### config.mk
export PLATFORM = sky130hd
export DESIGN_NAME = ram_neighborhood_reader
export DESIGN_NICKNAME = d
export VERILOG_FILES = /design/src/rtl/ram_neighborhood_reader.sv
export SDC_FILE = /design/constraint.sdc
export NUM_CORES = 1
export LEC_CHECK = 0
export CAP_MARGIN = 25
export CORE_MARGIN = 2
export CORE_UTILIZATION = 57
export CTS_BUF_LIST = sky130_fd_sc_hd__clkbuf_4 sky130_fd_sc_hd__clkbuf_8
export DETAILED_ROUTE_END_ITERATION = 7
export PLACE_DENSITY = 0.87
export SKIP_CTS_REPAIR_TIMING = 1
export SLEW_MARGIN = 10
export SYNTH_ARGS = -nofsm -noshare
export SYNTH_HDL_FRONTEND = slang
export SYNTH_SLANG_ARGS = --single-unit
export TNS_END_PERCENT = 10
### constraint.sdc
create_clock -name clock -period 3.35 [get_ports clock]
set_input_delay 0.67 -clock clock [delete_from_list [all_inputs] [get_ports clock]]
set_output_delay 0.67 -clock clock [all_outputs]
set_load 0.1 [all_outputs]
### src/rtl/ram_neighborhood_reader.sv
// Fetches the 2x2 pixel neighbourhood around (x,y) from a pipelined read port
// and presents all four pixels at once over a valid/ready handshake.
module ram_neighborhood_reader #(
  parameter int ADDR_WIDTH  = 16,
  parameter int DATA_WIDTH  = 8,
  parameter int IMG_WIDTH   = 256,
  parameter int IMG_HEIGHT  = 256,
  parameter int COORD_WIDTH = 8,
  parameter int RD_LATENCY  = 2
) (
  input  logic                   clock,
  input  logic                   rst_n,
  input  logic                   req_valid,
  output logic                   req_ready,
  input  logic [COORD_WIDTH-1:0] req_x,
  input  logic [COORD_WIDTH-1:0] req_y,
  output logic [ADDR_WIDTH-1:0]  rdaddress,
  input  logic [DATA_WIDTH-1:0]  q,
  output logic                   out_valid,
  input  logic                   out_ready,
  output logic [DATA_WIDTH-1:0]  p00,
  output logic [DATA_WIDTH-1:0]  p01,
  output logic [DATA_WIDTH-1:0]  p10,
  output logic [DATA_WIDTH-1:0]  p11,
  output logic                   busy
);

  localparam int unsigned IMG_W_U = IMG_WIDTH;
  localparam int unsigned IMG_H_U = IMG_HEIGHT;

  typedef enum logic [1:0] {IDLE, ISSUE, DRAIN, OUT} state_t;

  state_t                               state_q, state_d;
  logic [1:0]                           cnt_q, cnt_d;
  logic [COORD_WIDTH-1:0]               x0_q, x0_d, x1_q, x1_d, y0_q, y0_d, y1_q, y1_d;
  logic [ADDR_WIDTH-1:0]                rdaddress_q, rdaddress_d;
  logic [RD_LATENCY-1:0]                tvld_q, tvld_d;
  logic [RD_LATENCY-1:0][1:0]           ttag_q, ttag_d;
  logic [3:0][DATA_WIDTH-1:0]           p_q, p_d;
  logic                                 acc, cap_last;
  logic [COORD_WIDTH-1:0]               xc, xn, yc, yn;

  function automatic logic [COORD_WIDTH-1:0] clamp(input logic [COORD_WIDTH-1:0] v,
                                                   input int unsigned lim);
    if (32'(v) >= lim) return COORD_WIDTH'(lim - 32'd1);
    else               return v;
  endfunction

  function automatic logic [COORD_WIDTH-1:0] inc_clamp(input logic [COORD_WIDTH-1:0] v,
                                                       input int unsigned lim);
    if (32'(v) + 32'd1 >= lim) return COORD_WIDTH'(lim - 32'd1);
    else                       return v + 1'b1;
  endfunction

  // Linear address at full width, then cut down to the RAM address width.
  function automatic logic [ADDR_WIDTH-1:0] pix_addr(input logic [COORD_WIDTH-1:0] x,
                                                     input logic [COORD_WIDTH-1:0] y);
    logic [31:0] full;
    full = 32'(y) * IMG_W_U + 32'(x);
    return full[ADDR_WIDTH-1:0];
  endfunction

  assign xc       = clamp(req_x, IMG_W_U);
  assign yc       = clamp(req_y, IMG_H_U);
  assign xn       = inc_clamp(xc, IMG_W_U);
  assign yn       = inc_clamp(yc, IMG_H_U);
  assign acc      = req_valid && req_ready;
  assign cap_last = tvld_q[RD_LATENCY-1] && (ttag_q[RD_LATENCY-1] == 2'd3);

  always_ff @(posedge clock or negedge rst_n) begin
    if (!rst_n) state_q <= IDLE;
    else        state_q <= state_d;
  end

  always_comb begin
    state_d = state_q;
    case (state_q)
      IDLE:    if (acc)            state_d = ISSUE;
      ISSUE:   if (cnt_q == 2'd3)  state_d = DRAIN;
      DRAIN:   if (cap_last)       state_d = OUT;
      OUT:     if (out_ready)      state_d = IDLE;
      default:                     state_d = IDLE;
    endcase
  end

  always_comb begin
    req_ready = rst_n && (state_q == IDLE);
    out_valid = (state_q == OUT);
    busy      = (state_q != IDLE);
  end

  always_comb begin
    cnt_d       = cnt_q;
    x0_d        = x0_q;
    x1_d        = x1_q;
    y0_d        = y0_q;
    y1_d        = y1_q;
    rdaddress_d = rdaddress_q;
    p_d         = p_q;
    // Tag stage 0 follows the address currently on rdaddress.
    tvld_d[0]   = (state_q == ISSUE);
    ttag_d[0]   = cnt_q;
    for (int j = RD_LATENCY - 1; j > 0; j--) begin
      tvld_d[j] = tvld_q[j-1];
      ttag_d[j] = ttag_q[j-1];
    end
    if (acc) begin
      x0_d        = xc;
      x1_d        = xn;
      y0_d        = yc;
      y1_d        = yn;
      cnt_d       = 2'd0;
      rdaddress_d = pix_addr(xc, yc);
    end else if ((state_q == ISSUE) && (cnt_q != 2'd3)) begin
      cnt_d = cnt_q + 2'd1;
      case (cnt_q)
        2'd0:    rdaddress_d = pix_addr(x1_q, y0_q);
        2'd1:    rdaddress_d = pix_addr(x0_q, y1_q);
        default: rdaddress_d = pix_addr(x1_q, y1_q);
      endcase
    end
    if (tvld_q[RD_LATENCY-1]) p_d[ttag_q[RD_LATENCY-1]] = q;
  end

  always_ff @(posedge clock or negedge rst_n) begin
    if (!rst_n) begin
      cnt_q       <= '0;
      x0_q        <= '0;
      x1_q        <= '0;
      y0_q        <= '0;
      y1_q        <= '0;
      rdaddress_q <= '0;
      tvld_q      <= '0;
      ttag_q      <= '0;
      p_q         <= '0;
    end else begin
      cnt_q       <= cnt_d;
      x0_q        <= x0_d;
      x1_q        <= x1_d;
      y0_q        <= y0_d;
      y1_q        <= y1_d;
      rdaddress_q <= rdaddress_d;
      tvld_q      <= tvld_d;
      ttag_q      <= ttag_d;
      p_q         <= p_d;
    end
  end

  assign rdaddress = rdaddress_q;
  assign p00       = p_q[0];
  assign p01       = p_q[1];
  assign p10       = p_q[2];
  assign p11       = p_q[3];

endmodule

==> Word-level counts from Yosys, hierarchy flattened <==
Cells that the tools add are included.
{ "totals": {"in_bits": 28, "elab_cells": 63, "out_inout_bits": 51, "reg_bits": 90} }
{ "classes": {"n_lt_le_gt_ge": 4, "add_sub_neg": 9, "mux": 15, "n_eq_ne": 11, "n_reduce_logical": 10} }
{ "ops": {"columns": ["op", "count"], "rows": [
  ["adder 16 x 8 -> 16 bit", 4],
  ["bitwise mux 32 bit", 1],
  ["two-way mux 16 bit", 2],
  ["one-hot mux 16 bit (2 select lines)", 1],
  ["two-way mux 8 bit", 3],
  ["adder 8 x 1 -> 9 bit, second input constant", 2],
  ["greater-or-equal comparator 9 bit, second input constant", 2],
  ["adder 8 x 1 -> 8 bit, second input constant", 2],
  ["demux 8 bit (select 2 bit)", 1],
  ["two-way mux 2 bit", 6],
  ["equality test 2 bit, second input constant", 4],
  ["one-hot mux 2 bit (4 select lines)", 1],
  ["!= test 2 bit, second input constant", 3],
  ["logical AND 1 bit", 5],
  ["equality test 2 x 1 -> 1 bit, second input constant", 2],
  ["logical NOT 2 bit", 2],
  ["!= test 2 x 1 -> 1 bit, second input constant", 2],
  ["AND reduction 4 bit", 1],
  ["nonzero test 2 bit", 2],
  ["< comparator 2 x 3 -> 1 bit, second input constant", 1],
  ["adder 2 x 1 -> 2 bit, second input constant", 1],
  ["greater-or-equal comparator 2 x 1 -> 1 bit, second input constant", 1]
]} }

==> Logic depth before layout (Yosys ltp) <==
Gate-level depths: netlist of the first run.
{ "logic_depth": {"depth_word": 5, "ltp_mapped": 8, "ltp_nobuf": 6} }

==> Least setup slack after synthesis of the first run <==
OpenSTA, ideal clock, no wires.
{ "synth_path": {"path_kind": "register -> register", "from": "register state_q[0]", "to": "register y1_q[6]", "slack_ns": 1.018, "setup_time_ns": 0.133, "arrival_time_ns": 2.199, "stages_incl_launch_ff": 7, "period_less_slack_ns": 2.332, "required_ns": 3.217, "path_buffers": 0, "cell_sequence": "dfrtp_1 > inv_1 > ha_1 > and2_1 > nand2_1 > nor4b_1 > a211oi_1"} }
{ "synth_via": {"elab_chain_cells": 3} }
{ "synth_lines": {"columns": ["element", "line", "rtl"], "rows": [
  ["start, declared", "33", "state_t state_q, state_d;"],
  ["start signal, assigned", "72", "else state_q <= state_d;"],
  ["logical NOT 2 bit", "87", "req_ready = rst_n && (state_q == IDLE);"],
  ["logical AND 1 bit", "87", null],
  ["net req_ready", "14", "output logic req_ready,"],
  ["logical AND 1 bit", "67", "assign acc = req_valid && req_ready;"],
  ["end signal, assigned", "141", "y1_q <= y1_d;"],
  ["end, declared", "35", "logic [COORD_WIDTH-1:0] x0_q, x0_d, x1_q, x1_d, y0_q, y0_d, y1_q, y1_d;"]
]} }
The timed path passes the listed nets, and every way through them passes these cells.
A chain may end at the register's enable or synchronous reset.

==> Worst setup path after layout of the first run <==
{ "layout_path": {"from": "register p_q, in the netlist p01[1]", "to": "output port p01[1]"} }
{ "layout_rtl": {"columns": ["element", "line", "rtl"], "rows": [
  ["start, declared", "39", "logic [3:0][DATA_WIDTH-1:0] p_q, p_d;"],
  ["start signal, assigned", "145", "p_q <= p_d;"],
  ["end, declared", "22", "output logic [DATA_WIDTH-1:0] p01,"]
]} }
No word-level cell between the ends.

==> flow_metrics.tcl, run 1 <==
set metrics [dict create \
    crit_slowest_cell "clkdlybuf4s50_1" \
    top_layer "met4" \
    fmax_mhz 398 \
    grt_usage 0.223 \
    first_iter_violations 147 \
    die_x_um 86.9 \
    synth_seq_cells 90 \
    rsz0062_at_grt "no" \
    crit_buf_inv 1 \
    clock_latency_ps 350 \
    synth_cell_types 38 \
    grt_pass1_wl_um 13200 \
    dpl.hpwl_um 5470 \
    clk_path_buf_depth 2 \
    synth.area.top_cells "dfrtp_1 58%, mux2_2 9.2%, nand2_1 5.8%, a221o_1 4.3%, o21ai_0 4.1%" \
    period_needed_ps 2510 \
    slowest_delay_ps 1140 \
    timing.final.crit_share 0.750 \
    fp.dieH_um 86.9 \
    critPathMaxFanout 2 \
    start_kind "flop" \
    synth.avg_cell_area_sq_um 11.4 \
    vias_per_cell 5.71 \
    ys_warn_count 0 \
    gp_congestion 0.838 \
    reg2reg_slack_ps 1340 \
    async_flop_share 1.00 \
    critPathKind "flop to output port" \
    crit_required_ps 2680 \
    wl_met3_um 433 \
    holdCritPathClass "input pin to asynchronous set/reset pin" \
    first_pass_iters 4 \
    clk_pin_slew_ps 90 \
    worst_r2r_startpoint "cnt_q[1]" \
    endpoint_kind "output port" \
    wire_per_inst_um 15.9 \
    slew_headroom 0.351 \
    clock-sinks 90 \
    drcViolationCount 0 \
    layout.nets 458 \
    num_vias 2882 \
    drive_above_1_share 0.224 \
    crit_family "buffers and inverters" \
    tightest_slew_ps 971 \
    hold_viol_final 0 \
    grt_overflow_total 0 \
    cts_buffers 9 \
    synth_enable_flop_cells 0 \
    fin_setup_tns_ps 0 \
    die-area_sq_um 7550 \
    wl_met1_um 3620 \
    finalWirelength_um 8010 \
    cts_tree "yes" \
    grt_max_degree 80 \
    maxSlewViolCount 0 \
    port_buffers 78 \
    post-synth-top-area-cell "dfrtp_1" \
    wl_met2_um 3870 \
    grt_pass1_vias 2804 \
    io_pins 79 \
    r2r.worst_path.cells 6 \
    antenna_found_initial 0 \
    arrival_ps 1840 \
    cts_root_buf "clkbuf_8" \
    outcome "finished clean" \
    antenna_cells 0 \
    rr_endpoint "rdaddress[5]" \
    synth_nets 381 \
    core_area_sq_um 6720 \
    fin_skew_ps 10.2 \
    cp_cell_sequence "clkdlybuf4s50_1" \
    seq_area_frac_synth 0.575 \
    synthesis.instances 343 \
    yosys.area.top_type_share 0.575 \
    ant_nets 0 \
    rows 30 \
    area_growth_pct 23.7 \
    finalSetupViolations 0 \
    ys.flop_type "dfrtp_1" \
    cap_viol_max_count 0 \
    cts_max_level 3 \
    start_util 0.583 \
    syn-cell-area_sq_um 3920 \
]
## cell usage after synthesis, drive strengths merged (2+ instances only)
library cell	number
dfrtp	90
nand2	61
o21ai	37
mux2	33
a221o	17
buf	15
nor2	15
ha	10
a31oi	9
inv	9
nand3	6
and3	5
a21oi	4
xnor2	4
a211oi	3
a21o	3
nand2b	3
nand3b	2
nand4	2
nor3	2
nor3b	2
xor2	2
## state kept, by name, summed over array words and instances (netlist names)
register / count
cnt_q: 2
state_q: 2
p10: 8
x0_q: 8
p01: 8
rdaddress: 16
y0_q: 8
tvld_q: 2
x1_q: 8
ttag_q: 2
p11: 8
p00: 8
ttag_d: 2
y1_q: 8
## worst max-delay path by stage
stage | end | cells past startpoint | slack [ps] | startpoint
finish | p01[1] | 1 | 840 | p01[1]
global route | p10[1] | 1 | 770 | p10[1]
CTS | p01[1] | 1 | 820 | p01[1]
detailed placement | y1_q[4] | 6 | 1050 | req_valid
global placement | y1_q[4] | 6 | 1120 | req_valid
floorplan | y1_q[6] | 6 | 1020 | state_q[0]
## layout by cell type (no fill, tap or decap), types with 10 or more instances in the layout
master            n
mux2_2           32
buf_4            42
ha_1             10
clkbuf_8         11
clkdlybuf4s50_1  39
a221o_1          17
nor2_1           15
nand2_1          61
dfrtp_1          90
o21ai_0          32
## metal layers
| metal | GRT usage | vias to the layer above |
|---|---|---|
| met5 | 0 | - |
| met4 | 0.0881 | 0 |
| met3 | 0.0379 | 13 |
| met2 | 0.362 | 104 |
| met1 | 0.300 | 1398 |
| li1 | - | 1367 |
## layout make-up
class / instances / area [sq um]
timing repair buffer: 82 / 733
multi-input combinational: 228 / 1540
clock buffer: 11 / 151
clock inverter: 5 / 37.5
tap: 80 / 100
inverter: 9 / 33.8
fill: 477 / 1880
sequential: 90 / 2250
## logic make-up after synthesis
kind of cell / after synthesis / share of synthesized area
simple gates: 102 / 0.120
flops: 90 / 0.575
compound gates: 76 / 0.129
fa+ha+maj: 10 / 0.0320
buf+inv: 25 / 0.0326
xor+xnor: 6 / 0.0134
mux: 34 / 0.0975
## through the flow
| stage | cells | util | hold WS (ps) | worst slack, ps | instance area (sq um) |
|---|---|---|---|---|---|
| after floorplan | 343 | - | 331 | 1020 | 3920 |
| after global placement | 488 | 0.689 | 332 | 1120 | 4630 |
| after detailed placement | 488 | 0.689 | 341 | 1050 | 4630 |
| after CTS | 504 | 0.717 | 135 | 817 | 4820 |
| after global routing | 505 | 0.721 | 135 | 772 | 4840 |
| final | 505 | 0.721 | 147 | 837 | 4840 |
Power of run 1 is not shown: default switching activity piles up to over one toggle a cycle in this logic, so the estimate is an artifact.
==> run 2: changes to the inputs <==
--- a/config.mk
+++ b/config.mk
@@ -7,10 +7,10 @@
 export LEC_CHECK = 0
 export CAP_MARGIN = 25
 export CORE_MARGIN = 2
-export CORE_UTILIZATION = 57
+export CORE_UTILIZATION = 48
 export CTS_BUF_LIST = sky130_fd_sc_hd__clkbuf_4 sky130_fd_sc_hd__clkbuf_8
 export DETAILED_ROUTE_END_ITERATION = 7
-export PLACE_DENSITY = 0.87
+export PLACE_DENSITY = 0.78
 export SKIP_CTS_REPAIR_TIMING = 1
 export SLEW_MARGIN = 10
 export SYNTH_ARGS = -nofsm -noshare
==> constraint.sdc (replaced) <==
create_clock -name clock -period 2.28 [get_ports clock]
set_input_delay 0.456 -clock clock [delete_from_list [all_inputs] [get_ports clock]]
set_output_delay 0.456 -clock clock [all_outputs]
set_load 0.1 [all_outputs]
==> run 2 against run 1 <==
Compared with the run above: register-to-register slack got worse by 1000 ps; critical path depth increased by 3; sequential cell count is the same; sequential share of layout area fell by 0.92 points; die area increased by 18%; core utilization decreased by 8.8 points; clock skew increased by 3.8 ps; clock-buffer cell count down 1; first-iteration DRC count is 35% lower; worst setup slack got worse by 520 ps; cell count increased by 5.0%; routed wire length is 3.5% higher; critical path type unchanged; critical endpoint is now req_ready.
==> flow_metrics.tcl, run 2 (same netlist as run 1, synthesis figures left out) <==
set metrics [dict create \
    outcome "finished clean" \
    cap_viol_max_count 0 \
    area_growth_pct 26.2 \
    die-area_sq_um 8890 \
    timing.final.crit_share 0.861 \
    antenna_found_initial 0 \
    grt_overflow_total 0 \
    grt_pass1_wl_um 14000 \
    start_kind "flop" \
    final_util 0.633 \
    fp.dieH_um 94.3 \
    critPathMaxFanout 4 \
    finalWirelength_um 8290 \
    cts_root_buf "clkbuf_8" \
    die_x_um 94.3 \
    crit_slowest_cell "dfrtp_1" \
    grt_usage 0.201 \
    ant_nets 0 \
    setup_ws_ps 317 \
    pre_cts_slack_ps 230 \
    cp_cell_sequence "inv_1, ha_1, and2_2, buf_12" \
    rsz0062_at_grt "no" \
    nFillCells 638 \
    rows 32 \
    arrival_ps 1510 \
    endpoint_kind "output port" \
    final_cell_mix "90 x dfrtp_1, 61 x nand2_1, 56 x buf_4, 32 x mux2_2, 32 x o21ai_0" \
    fin_setup_tns_ps 0 \
    vias_per_cell 5.36 \
    maxSlewViolCount 0 \
    first_pass_iters 4 \
    slowest_delay_ps 430 \
    clock_latency_ps 360 \
    dp.cells 514 \
    start_util 0.501 \
    fin_skew_ps 14.0 \
    cts_tree "yes" \
    grt_max_degree 73 \
    drcViolationCount 0 \
    tightest_slew_ps 861 \
    first_iter_violations 96 \
    largest_reg_flops 16 \
    dpl.hpwl_um 5650 \
    cts_buffers 9 \
    finalSetupViolations 0 \
    hold_viol_final 0 \
    core_area_sq_um 7810 \
    critPathKind "flop to output port" \
    period_needed_ps 1960 \
    clk_pin_slew_ps 90 \
    layout.nets 461 \
    crit_required_ps 1820 \
    cts_max_level 3 \
    antenna_cells 0 \
    num_vias 2841 \
    final_common_cell "dfrtp_1" \
    slew_headroom 0.426 \
    io_pins 79 \
    final_cells 530 \
    clock-sinks 90 \
    fmax_mhz 509 \
    grt_pass1_vias 2832 \
    clk_path_buf_depth 2 \
    wire_per_inst_um 15.6 \
    holdCritPathClass "input pin to asynchronous set/reset pin" \
    gp_congestion 0.792 \
    drive_above_1_share 0.262 \
    port_buffers 78 \
]
==> run 2: changes by cell type in the layout (fill, tap and decap cells not counted), sizes merged <==
cell           previous run  this run
bufinv                    0         3
clkinvlp                  2         0
clkdlybuf4s50            39        26
clkbuf                   11        10
buf                      43        59
==> run 2: routing by layer <==
layer | vias up | global-route usage | share of wire
met1 | 1380 | 0.281 | 0.46
met3 | 5 | 0.0449 | 0.053
li1 | 1369 | - | -
met5 | - | 0 | 0
met4 | 0 | 0.0459 | 0.0062
met2 | 87 | 0.324 | 0.48
==> run 2: final timing paths <==
kind	start	end	slack (ps)	depth (start not counted)
min	rst_n	rdaddress[2]	60	2
max reg2reg	cnt_q[0]	rdaddress[13]	320	6
max	state_q[0]	req_ready	320	4
min in group clock	ttag_d[2]	ttag_q[2]	350	0
max in group asynchronous	rst_n	rdaddress[12]	1400	2
min reg2reg	ttag_d[2]	ttag_q[2]	350	0
==> run 2: cell type report <==
type	instances	area, sq um	share of cell area
Sequential cell	90	2250	0.456
Multi-Input combinational cell	228	1540	0.311
Timing Repair Buffer	85	741	0.150
Clock buffer	10	138	0.0279
Tap cell	102	128	0.0258
Clock inverter	6	113	0.0228
Inverter	9	33.8	0.00684
==> run 2: worst max-delay path: cells and delay by family (launching register included) <==
| kind | cells | cell delay [ps] |
|---|---|---|
| buf+inv | 2 | 310 |
| flops | 1 | 430 |
| fa+ha+maj | 1 | 220 |
| simple gates | 1 | 200 |
==> run 2: stage by stage <==
stage | hold WS, ps | instance area (sq um)
2_1_floorplan | 160 | 3920
3_3_place_gp | 333 | 4690
3_5_place_dp | 335 | 4690
4_1_cts | 68.5 | 4940
5_1_grt | 75.1 | 4940
6_report | 61.6 | 4940
Power of run 2 is left out for the same reason.
